--- config.mk ---
export PLATFORM = sky130hd
export DESIGN_NAME = div_iter
export DESIGN_NICKNAME = d
export VERILOG_FILES = /design/src/rtl/div_iter.sv
export SDC_FILE = /design/constraint.sdc
export NUM_CORES = 1
export LEC_CHECK = 0
export BUFFER_PORTS_ARGS = -buffer_cell sky130_fd_sc_hd__buf_2
export CELL_PAD_IN_SITES_DETAIL_PLACEMENT = 0
export CELL_PAD_IN_SITES_GLOBAL_PLACEMENT = 1
export CORE_MARGIN = 8
export CORE_UTILIZATION = 30
export CTS_CLUSTER_DIAMETER = 50
export CTS_CLUSTER_SIZE = 25
export DETAILED_ROUTE_END_ITERATION = 10
export GPL_TIMING_DRIVEN = 1
export PLACE_DENSITY = 0.7
export SETUP_SLACK_MARGIN = 0.2
export SYNTH_ARGS = -nofsm -noshare
export SYNTH_HDL_FRONTEND = slang
export SYNTH_SLANG_ARGS = --single-unit
--- constraint.sdc ---
create_clock -name clk -period 11.8 [get_ports clk]
set_clock_uncertainty 0.2 [all_clocks]
set_input_delay 1.77 -clock clk [delete_from_list [all_inputs] [get_ports clk]]
set_output_delay 1.77 -clock clk [all_outputs]
set_load 0.1 [all_outputs]
--- src/rtl/div_iter.sv ---
// div_iter: iterative radix-2 restoring divider, signed (DIV) or unsigned
// (DIVU). One quotient bit per cycle, 32 BUSY cycles per operation.
// Result layout matches the HI/LO unit: out_data = {quotient, remainder}.
module div_iter #(
    parameter int WIDTH = 32
) (
    input  logic               clk,
    input  logic               reset,
    input  logic               flush,
    input  logic               in_valid,
    output logic               in_ready,
    input  logic               is_signed,
    input  logic [WIDTH-1:0]   dividend,
    input  logic [WIDTH-1:0]   divisor,
    output logic               out_valid,
    input  logic               out_ready,
    output logic [2*WIDTH-1:0] out_data
);

    localparam int CW = $clog2(WIDTH);

    typedef enum logic [1:0] {
        IDLE,
        BUSY,
        DONE
    } state_t;

    state_t state;
    state_t state_next;

    // Operation context captured at accept
    logic [WIDTH-1:0] quo;       // holds |dividend| first, quotient bits shift in from the LSB
    logic [WIDTH-1:0] dvs_abs;   // divisor magnitude
    logic [WIDTH:0]   rem;       // partial remainder, one guard bit for the trial subtract
    logic             neg_q;     // quotient must be negated
    logic             neg_r;     // remainder must be negated (dividend was negative)
    logic             zero_div;  // divisor was zero
    logic [CW-1:0]    count;

    // Sign handling of the incoming operands
    logic             dvd_neg;
    logic             dvs_neg;
    logic [WIDTH-1:0] dvd_abs_in;
    logic [WIDTH-1:0] dvs_abs_in;

    assign dvd_neg    = is_signed & dividend[WIDTH-1];
    assign dvs_neg    = is_signed & divisor[WIDTH-1];
    assign dvd_abs_in = dvd_neg ? (~dividend + 1'b1) : dividend;
    assign dvs_abs_in = dvs_neg ? (~divisor + 1'b1) : divisor;

    // One restoring step: shift in the next dividend bit, trial-subtract the divisor
    logic [WIDTH:0]   rem_shift;
    logic [WIDTH:0]   trial;
    logic             q_bit;
    logic [WIDTH:0]   rem_step;
    logic [WIDTH-1:0] quo_step;
    logic             last;

    assign rem_shift = {rem[WIDTH-1:0], quo[WIDTH-1]};
    assign trial     = rem_shift - {1'b0, dvs_abs};
    assign q_bit     = ~trial[WIDTH];
    assign rem_step  = q_bit ? trial : rem_shift;
    assign quo_step  = {quo[WIDTH-2:0], q_bit};
    assign last      = (count == CW'(WIDTH - 1));

    // Final sign fix-up. For a zero divisor every trial succeeds, so the
    // remainder magnitude ends up as |dividend|; restoring its sign gives
    // back the dividend as sampled, and only the quotient needs forcing.
    logic [WIDTH-1:0] q_final;
    logic [WIDTH-1:0] r_final;

    assign q_final = zero_div ? '1
                   : (neg_q ? (~quo_step + 1'b1) : quo_step);
    assign r_final = neg_r ? (~rem_step[WIDTH-1:0] + 1'b1) : rem_step[WIDTH-1:0];

    // State register
    always_ff @(posedge clk) begin
        // NOTE: every clocked assignment is non-blocking so all registers
        // update from the same pre-edge values, independent of block order.
        if (reset) begin
            state <= IDLE;
        end else begin
            state <= state_next;
        end
    end

    // Next-state and handshake decode; flush overrides every transition
    always_comb begin
        // NOTE: defaults first so no path leaves an output unassigned,
        // which would otherwise infer a latch.
        state_next = state;
        in_ready   = 1'b0;
        out_valid  = 1'b0;
        case (state)
            IDLE: begin
                in_ready = 1'b1;
                if (in_valid) state_next = BUSY;
            end
            BUSY: begin
                if (last) state_next = DONE;
            end
            DONE: begin
                out_valid = 1'b1;
                if (out_ready) state_next = IDLE;
            end
            default: state_next = IDLE;
        endcase
        if (flush) state_next = IDLE;
    end

    // Datapath: load at accept, one restoring step per BUSY cycle, register result on the last step
    always_ff @(posedge clk) begin
        if (reset) begin
            // NOTE: only count and out_data have defined reset values; the
            // operand/remainder registers are always loaded at accept before use.
            count    <= '0;
            out_data <= '0;
        end else if (state == IDLE) begin
            if (in_valid && !flush) begin
                quo      <= dvd_abs_in;
                dvs_abs  <= dvs_abs_in;
                rem      <= '0;
                neg_q    <= dvd_neg ^ dvs_neg;
                neg_r    <= dvd_neg;
                zero_div <= (divisor == '0);
                count    <= '0;
            end
        end else if (state == BUSY) begin
            quo   <= quo_step;
            rem   <= rem_step;
            count <= count + 1'b1;
            if (last && !flush) begin
                out_data <= {q_final, r_final};
            end
        end
    end

endmodule

### Word level (Yosys, flattened, before mapping)

Cells that the tools add are included.

| cells by class | value |
|---|---|
| add/sub/neg operators | 6 |
| multipliers | 0 |
| divide/modulo/power cells | 0 |
| magnitude comparators | 0 |
| eq/ne operators | 7 |
| shifts and indexed selects | 0 |
| mux-type cells | 21 |
| bitwise gates (word level) | 10 |
| reduce and logical (&&, ||, !) cells | 12 |

Operators with widths:

| kind | count |
|---|---|
| 2-to-1 mux 32 bit | 12 |
| adder 32 x 1 -> 32 bit, second input constant | 4 |
| inverter 32 bit | 4 |
| subtractor 33 x 32 -> 33 bit | 1 |
| zero test 32 bit | 1 |
| 2-to-1 mux 5 bit | 3 |
| AND reduction 3 bit | 4 |
| 2-to-1 mux 2 bit | 3 |
| != test 2 bit, second input constant | 3 |
| one-hot mux 2 bit (3 select lines) | 1 |
| adder 5 x 1 -> 5 bit, second input constant | 1 |
| equality test 5 bit, second input constant | 1 |
| inverter 1 bit | 3 |
| AND 1 bit | 2 |
| equality test 2 x 1 -> 1 bit, second input constant | 1 |
| equality test 2 bit, second input constant | 1 |
| logical AND 1 bit | 2 |
| zero test 2 bit | 1 |
| 2-to-1 mux 1 bit | 2 |
| != test 2 x 1 -> 1 bit, second input constant | 1 |
| AND reduction 2 bit | 1 |
| nonzero test 2 bit | 1 |
| OR reduction 2 bit | 1 |
| zero test 1 bit | 1 |
| bitwise XOR 1 bit | 1 |

| word-level totals | value |
|---|---|
| register bits after elaboration | 170 |
| latch bits | 0 |
| memory bits (writable) | 0 |
| memory bits (read-only) | 0 |
| bits of input ports | 70 |
| output and inout bits | 66 |
| logic and storage cells | 65 |
| memories kept | 0 |

### Depth between registers and ports, before layout

Gate-level depths: netlist of run 1.

| depth | value |
|---|---|
| depth in word-level cells | 6 |
| depth in mapped cells | 28 |
| mapped depth without buffers | 23 |

### Worst setup path before layout of run 1

Ideal clock, no wire load.

| timing path | value |
|---|---|
| path kind | input to register |
| start point | input port reset |
| end point | register quo[0] (enable) |
| library setup time | 0.486 ns |
| arrival | 4.792 ns |
| data required time | 11.114 ns |
| path slack | 6.322 ns |
| stages | 3 |
| path buffers | 2 |
| cells stage by stage | buf_6 -> clkbuf_1 -> nor2_1 |

| between the ends | value |
|---|---|
| longest elaborated chain between the ends | 2 |

RTL lines:

| element | RTL line | source |
|---|---|---|
| start, declared | 8 | `input logic reset,` |
| inverter 1 bit (no source line) | n/a |  |
| AND reduction 3 bit (no source line) | n/a |  |
| end signal, assigned | 120 | `quo <= dvd_abs_in;` |
| end signal, assigned | 129 | `quo <= quo_step;` |
| end, declared | 32 | `logic [WIDTH-1:0] quo;` |

Every way passes these cells.
A chain may end at the register's enable or synchronous reset.

### Worst setup path in the final report of run 1

| timing path | value |
|---|---|
| start point | register rem[6] |
| end point | register out_data[26] |

| between the ends | value |
|---|---|
| longest elaborated chain between the ends | 5 |

RTL lines:

| element | RTL line | source |
|---|---|---|
| start, declared | 34 | `logic [WIDTH:0] rem;` |
| start signal, assigned | 130 | `rem <= rem_step;` |
| subtractor 33 x 32 -> 33 bit | 60 | `assign trial = rem_shift - {1'b0, dvs_abs};` |
| 2-to-1 mux 32 bit (*) | 62 | `assign rem_step = q_bit ? trial : rem_shift;` |
| inverter 32 bit | 74 | `assign r_final = neg_r ? (~rem_step[WIDTH-1:0] + 1'b1) : rem_step[WIDTH-1:0];` |
| adder 32 x 1 -> 32 bit | 74 |  |
| 2-to-1 mux 32 bit (*) | 74 |  |
| end signal, assigned | 133 | `out_data <= {q_final, r_final};` |
| end, declared | 17 | `output logic [2*WIDTH-1:0] out_data` |

Every way passes the cells marked *; elsewhere a longest branch is shown, timed or not.

==> summary.txt, run 1 <==
Worst hold path
  – Hold Path Sink: out_data[17]
  – Min-Delay Path Class: register to register
  – Hold path start: out_data[17]
  – Hold depth: 2

Flow run
  – Max cap viols: 0

Logic synthesis
  – Top post-synthesis cells by count: nor2_1, a21oi_1, nand2_1
  – Synthesis Warnings: 0
  – Post-Syn Area: 11500 um^2
  – Top-count cell post-synth: nor2_1
  – Post-synth EDFFs: 99
  – Post-synthesis sequential area ratio: 0.382
  – Synth area leaders: edfxtp_1, dfxtp_1, xnor2_1, nor2_1, a21oi_1
  – Post-synth top area cell: edfxtp_1
  – Post-synth top flop: edfxtp_1
  – Post-synth top area share: 0.259
  – Synth Instances: 1337
  – Post-Syn Nets: 1446
  – Library cells used by synthesis: 77
  – Synth Area per Inst: 8.60 um^2
  – Async SR Flop Fraction: 0
  – Flops & latches, synth: 170

Floorplan
  – Die Area: 44800 um^2
  – FP Rows: 71
  – Die Height: 212 um
  – Die Wd: 212 um
  – IO Count: 136
  – Core area: 37700 um^2
  – Starting density of the core: 0.305

Power
  – P_leak: 0.00502 uW
  – Power Dens Cells: 113 nW/um^2
  – VDD IR max: 90.5 uV
  – Total Power: 1490 uW

Placed design
  – Placer Congestion: 0.880
  – Port bufs: 135
  – Pre-CTS setup slack: 5780 ps
  – Placed wire-length estimate: 27.3 mm

Critical path
  – R2R depth: 21
  – Startpoint types: register
  – R2r setup slk: 5630 ps
  – Critical path required time: 11970 ps
  – CP Capture Type: register
  – Reg2Reg Capture Point: out_data[26]
  – CP arrival: 6340 ps
  – Setup Crit Path Kind: register to register
  – Max FO, Critical Path: 29
  – Reg-to-Reg Start: rem[6]

CTS
  – Hold_buf cts: 0
  – Clock Latency Late Sink: 440 ps
  – CTS root buffer: clkbuf_16
  – Post-CTS resize count: 0
  – CTS tree: yes
  – Clock transition at path regs: 70 ps
  – Clock H-tree levels: 4
  – Maximum buffer depth of the clock tree: 2
  – Total CTS buffers: 17
  – Sink Count: 170
  – Post-CTS Setup Inserts: 0

Routing
  – Iter 0 DRT Violations: 697
  – Vias: 10100
  – TritonRoute pass-1 iters: 5
  – Antenna viol nets, final: 0
  – WL final: 35.8 mm
  – Vias per cell: 5.19
  – DR DRC count: 0
  – Routed len/inst: 18.3 um

STA
  – Final slew viol count: 0
  – F_max: 162 MHz
  – Fin. Hold Viols: 0
  – Final setup vio count: 0
  – RSZ-0062 raised after global routing: false
  – Minimum clock period: 6170 ps
  – Slack of the critical path: 5630 ps
  – Final hold slack: 254 ps
  – Fin crit share: 0.523
  – Relative slew slack: 0.237
  – Slew @ Worst Pin: 1140 ps
  – Setup TNS: 0 ps

Global route
  – Largest net degree at the start of global routing: 74
  – GRT Total Usage: 0.157
  – GRT overflow: 0
  – First-pass GRT wire length: 55.7 mm
  – Vias in the first global route: 9811
  – Initial antenna violation count: 3

Finish
  – Area delta synth->final: 14.3%
  – Final Util: 0.349
  – Share of cells above drive strength 1: 0.148
  – Final #Nets: 1538

Status
  – Status: finished, final reports clean
[worst max-delay path, cell delays in order, from the launching register on]
cell and delay [ps]:
edfxtp_1 500, ha_1 410, a21oi_1 270, o22ai_1 210, o21ai_2 350, a31oi_2 160
or3b_1 510, and2_2 230, inv_1 50, buf_4 320, nor2_1 80, a21oi_1 250
ha_1 290, nand2_1 110, nor4_1 430, and2_1 230, nand3b_1 80, a21oi_1 140
a31oi_1 100, or3_1 490, or4_1 530, a31oi_1 160
[state kept, by name, summed over array words and instances (netlist names)]
signal    cells
count         5
dvs_abs      32
neg_q         1
neg_r         1
out_data     64
quo          32
rem          32
state         2
zero_div      1
[per-stage QoR]
| stage | cell area [um^2] | instances |
|---|---|---|
| after global placement | 12600 | 1921 |
| after detailed placement | 12600 | 1921 |
| after CTS | 13100 | 1953 |
| after floorplan | 11500 | 1337 |
| final | 13100 | 1954 |
| after global routing | 13100 | 1954 |
[metal layers]
layer  wire length, um  global-route usage  share of wire
met1             16400               0.204           0.46
met5                22                   0        0.00061
met3              1780              0.0342          0.050
met4               907              0.0544          0.025
met2             16700               0.254           0.47
[placed cells by master (no fill, tap or decap), types with 15 or more instances in the layout]
cell / synthesis / final
mux2i_1: 32 / 32
nor4_1: 16 / 16
a31oi_1: 17 / 17
xor2_1: 53 / 53
or3_1: 21 / 21
clkbuf_16: 0 / 17
o22ai_1: 29 / 29
o41ai_1: 15 / 15
edfxtp_1: 99 / 99
ha_1: 38 / 38
nor3_1: 36 / 36
nor2_1: 177 / 174
xnor2_1: 76 / 76
a21oi_1: 121 / 121
dfxtp_1: 71 / 71
o31ai_1: 21 / 21
inv_1: 55 / 55
buf_2: 7 / 135
o21ai_0: 67 / 67
nand2_1: 108 / 108
[worst max-delay path by stage]
stage	slack [ps]	cells past startpoint	endpoint	from
after floorplan	6320	3	quo[0]	reset
after global placement	6000	23	out_data[26]	quo[31]
after detailed placement	5780	23	out_data[26]	quo[31]
after CTS	5760	21	out_data[26]	rem[6]
after global routing	5150	20	out_data[28]	rem[6]
final	5630	21	out_data[26]	rem[6]
[final cells by class]
type                    count  area, um^2
inverters                  55         206
clock inverters            15         138
flip-flops and latches    170        4390
repair buffers            143         736
clock buffers              17         425
multi-input cells        1042        6590
well taps                 511         639
diodes                      1        2.50
fillers                  3973       24500
[kinds of logic after synthesis]
group | synth area share
XOR/XNOR | 0.0983
AO/OA/AOI/OAI | 0.205
buffers and inverters | 0.0464
adder cells (fa/ha/maj) | 0.0431
multiplexers | 0.0341
AND/OR/NAND/NOR | 0.191
flip-flops | 0.382
[where the power goes]
part	total, uW	leakage, uW	internal, uW	switching [uW]
clock	553	0.000280	295	258
combinational	267	0.00325	100	167
sequential	666	0.00149	649	16.3
total	1490	0.00502	1040	441
No activity file was read; power rests on OpenSTA's default activity.
==> run 2: changes to the inputs <==
--- a/config.mk
+++ b/config.mk
@@ -5,6 +5,7 @@
 export SDC_FILE = /design/constraint.sdc
 export NUM_CORES = 1
 export LEC_CHECK = 0
+export ABC_AREA = 1
 export BUFFER_PORTS_ARGS = -buffer_cell sky130_fd_sc_hd__buf_2
 export CELL_PAD_IN_SITES_DETAIL_PLACEMENT = 0
 export CELL_PAD_IN_SITES_GLOBAL_PLACEMENT = 1
@@ -14,7 +15,7 @@
 export CTS_CLUSTER_SIZE = 25
 export DETAILED_ROUTE_END_ITERATION = 10
 export GPL_TIMING_DRIVEN = 1
-export PLACE_DENSITY = 0.7
+export PLACE_DENSITY = 0.74
 export SETUP_SLACK_MARGIN = 0.2
 export SYNTH_ARGS = -nofsm -noshare
 export SYNTH_HDL_FRONTEND = slang
==> constraint.sdc (replaced) <==
create_clock -name clk -period 5.25 [get_ports clk]
set_clock_uncertainty 0.2 [all_clocks]
set_input_delay 0.7875 -clock clk [delete_from_list [all_inputs] [get_ports clk]]
set_output_delay 0.7875 -clock clk [all_outputs]
set_load 0.1 [all_outputs]
==> run 2 against run 1 <==
Net effect:
- cell count is 26% higher
- hold slack better by 16 ps
- critical path depth is 8 higher
- die area is 8.3% higher
- area after synthesis grew 9.0%
- sequential share of layout area shrank 2.8 points
- routed wire length rose by 9.5%
- sequential power rose by 120%
- core utilization decreased by 0.38 points
- combinational power rose to 2.6 times the previous value
- synthesized cell count increased by 35%
- largest cell class unchanged
==> summary.txt, run 2 <==
Status
  – Status: finished, final reports clean

Placed design
  – Area of placed instances: 13800 um^2
  – Placer Congestion: 0.890
  – Port bufs: 135
  – Placed wire-length estimate: 31.5 mm

Floorplan
  – Die Area: 48500 um^2
  – Die Wd: 220 um
  – Starting density of the core: 0.301
  – Core area: 41600 um^2
  – FP Rows: 75
  – Die Height: 220 um
  – IO Count: 136

CTS
  – Clock transition at path regs: 70 ps
  – CTS root buffer: clkbuf_16
  – Sink Count: 170
  – Total CTS buffers: 17
  – Post-CTS Setup Inserts: 0
  – Post-CTS resize count: 0
  – Clock Latency Late Sink: 460 ps
  – Maximum buffer depth of the clock tree: 2
  – Hold_buf cts: 0
  – Clock H-tree levels: 4
  – CTS tree: yes

Finish
  – Final #Nets: 2026
  – Most frequent cells in the layout: nand2_1, inv_1, nor2_1, buf_2, o21ai_0
  – Reg with most FFs: out_data
  – Commonest non-fill, non-tap cell in the layout: nand2_1
  – Area delta synth->final: 14.5%
  – Max reg flops: 64
  – Share of cells above drive strength 1: 0.144
  – Antenna Cells: 0
  – Fill count: 4558
  – Cell area after layout: 14300 um^2

STA
  – Fin crit share: 0.831
  – F_max: 229 MHz
  – Relative slew slack: 0.361
  – Fin. Hold Viols: 0
  – Minimum clock period: 4360 ps
  – Setup TNS: 0 ps
  – RSZ-0062 raised after global routing: false
  – Final setup vio count: 0
  – Final slew viol count: 0
  – Slew @ Worst Pin: 956 ps

Flow run
  – Max cap viols: 0

Power
  – VDD IR max: 256 uV
  – Power Dens Cells: 239 nW/um^2
  – Net Sw Frac: 0.326
  – Comb power frac: 0.199
  – Sw Pwr: 1120 uW
  – Internal: 2310 uW
  – P_leak: 0.00680 uW
  – Clock network power share: 0.367
  – Seq pwr share: 0.434

Logic synthesis
  – Async SR Flop Fraction: 0
  – Top post-synthesis cells by count: nand2_1, inv_1, nor2_1
  – Synthesis Warnings: 0
  – Library cells used by synthesis: 54
  – Top-count cell post-synth: nand2_1
  – Post-synthesis sequential area ratio: 0.351
  – Post-Syn Area: 12500 um^2
  – Synth Instances: 1800
  – Synth area leaders: edfxtp_1, nand2_1, dfxtp_1, inv_1, nor2_1
  – Post-synth top flop: edfxtp_1
  – Flops & latches, synth: 170
  – Synth Area per Inst: 6.96 um^2
  – Post-synth top area cell: edfxtp_1
  – Post-Syn Nets: 1909
  – Post-synth top area share: 0.237
  – Post-synth EDFFs: 99

Critical path
  – Setup Crit Path Kind: register to register
  – CP arrival: 4520 ps
  – Critical path required time: 5410 ps
  – Most used cell, CP: nand2_1
  – Max FO, Critical Path: 15
  – Max stage delay cell, worst path: fa_1
  – CP Capture Type: register
  – Crit path largest cell delay: 420 ps
  – Startpoint types: register

Routing
  – TritonRoute pass-1 iters: 5
  – Iter 0 DRT Violations: 760
  – Vias per cell: 4.75
  – Routed len/inst: 15.9 um
  – DR DRC count: 0
  – Antenna viol nets, final: 0
  – Vias: 11700
  – WL final: 39.2 mm

Worst hold path
  – Min-Delay Path Class: register to register

Global route
  – GRT overflow: 0
  – Initial antenna violation count: 0
  – GRT Total Usage: 0.162
  – Vias in the first global route: 11500
  – Largest net degree at the start of global routing: 87
  – First-pass GRT wire length: 61.6 mm
[run 2: cell types whose count changed after synthesis, sizes merged, moves of 15 or more]
cell and change:
nand2 +421, inv +214, nand3 +77, a21oi -63, nor2 +60, o21ai +47
xnor2 -42, mux2i -32, o22ai -29, or3 -23, o31ai -17, clkbuf -15
[run 2: per-stage QoR]
step | setup slack, ps | hold WS, ps | std cells | power, uW | utilization
floorplan | 670 | 243 | 1800 | 2000 | -
global placement | 940 | 257 | 2437 | 2200 | 0.331
detailed placement | 904 | 260 | 2437 | 2210 | 0.331
CTS | 869 | 270 | 2469 | 3480 | 0.345
global route | 409 | 301 | 2469 | 3600 | 0.345
finish | 886 | 270 | 2469 | 3430 | 0.345
[run 2: worst max-delay path: cells and delay by family (launching register included)]
| kind | cells | cell delay, ps |
|---|---|---|
| AOI/OAI and AO/OA | 3 | 500 |
| xor gates and xnor gates | 1 | 140 |
| adders and majority gates | 3 | 820 |
| buffers and inverters | 4 | 380 |
| DFF | 1 | 320 |
| and+or+nand+nor | 18 | 1910 |
[run 2: cell families (layout without fill, tap and decap cells)]
family	Yosys count	in the layout	synth area share
and+or+nand+nor	933	933	0.324
buffers and inverters	320	450	0.101
AOI/OAI and AO/OA	241	241	0.117
adders and majority gates	39	39	0.0396
xor gates and xnor gates	97	97	0.0678
DFF	170	170	0.351
[run 2: layout make-up]
type / count / area (um^2) / share of cell area
clock buffer: 17 / 425 / 0.0297
inverter: 271 / 1020 / 0.0709
sequential: 170 / 4390 / 0.306
multi-input combinational: 1310 / 6900 / 0.481
timing repair buffer: 147 / 778 / 0.0543
clock inverter: 15 / 153 / 0.0106
tap: 539 / 674 / 0.0470
[run 2: per-layer routing]
layer  vias to the layer above  global-route usage  wire (um)  share of wire
li1                       6002                   -          -              -
met1                      5395               0.204      17900           0.46
met2                       282               0.281      18700           0.48
met3                        48              0.0205       1610          0.041
met4                         0              0.0642       1070          0.027
met5                         -                   0          0              0
[run 2: power groups by stage]
stage | registers [uW] | logic [uW] | clock network, uW
after floorplan | 1510 | 487 | 0
after global placement | 1520 | 681 | 0
after detailed placement | 1520 | 684 | 0
after CTS | 1490 | 687 | 1300
after global routing | 1500 | 764 | 1340
final | 1490 | 682 | 1260
[run 2: final timing paths]
| check | start | to | slack, ps | cells after the start |
|---|---|---|---|---|
| worst max register to register | quo[31] | out_data[62] | 890 | 29 |
| worst min register to register | out_data[1] | out_data[1] | 270 | 2 |
| worst max-delay path | quo[31] | out_data[62] | 890 | 29 |
| worst min-delay path | out_data[1] | out_data[1] | 270 | 2 |
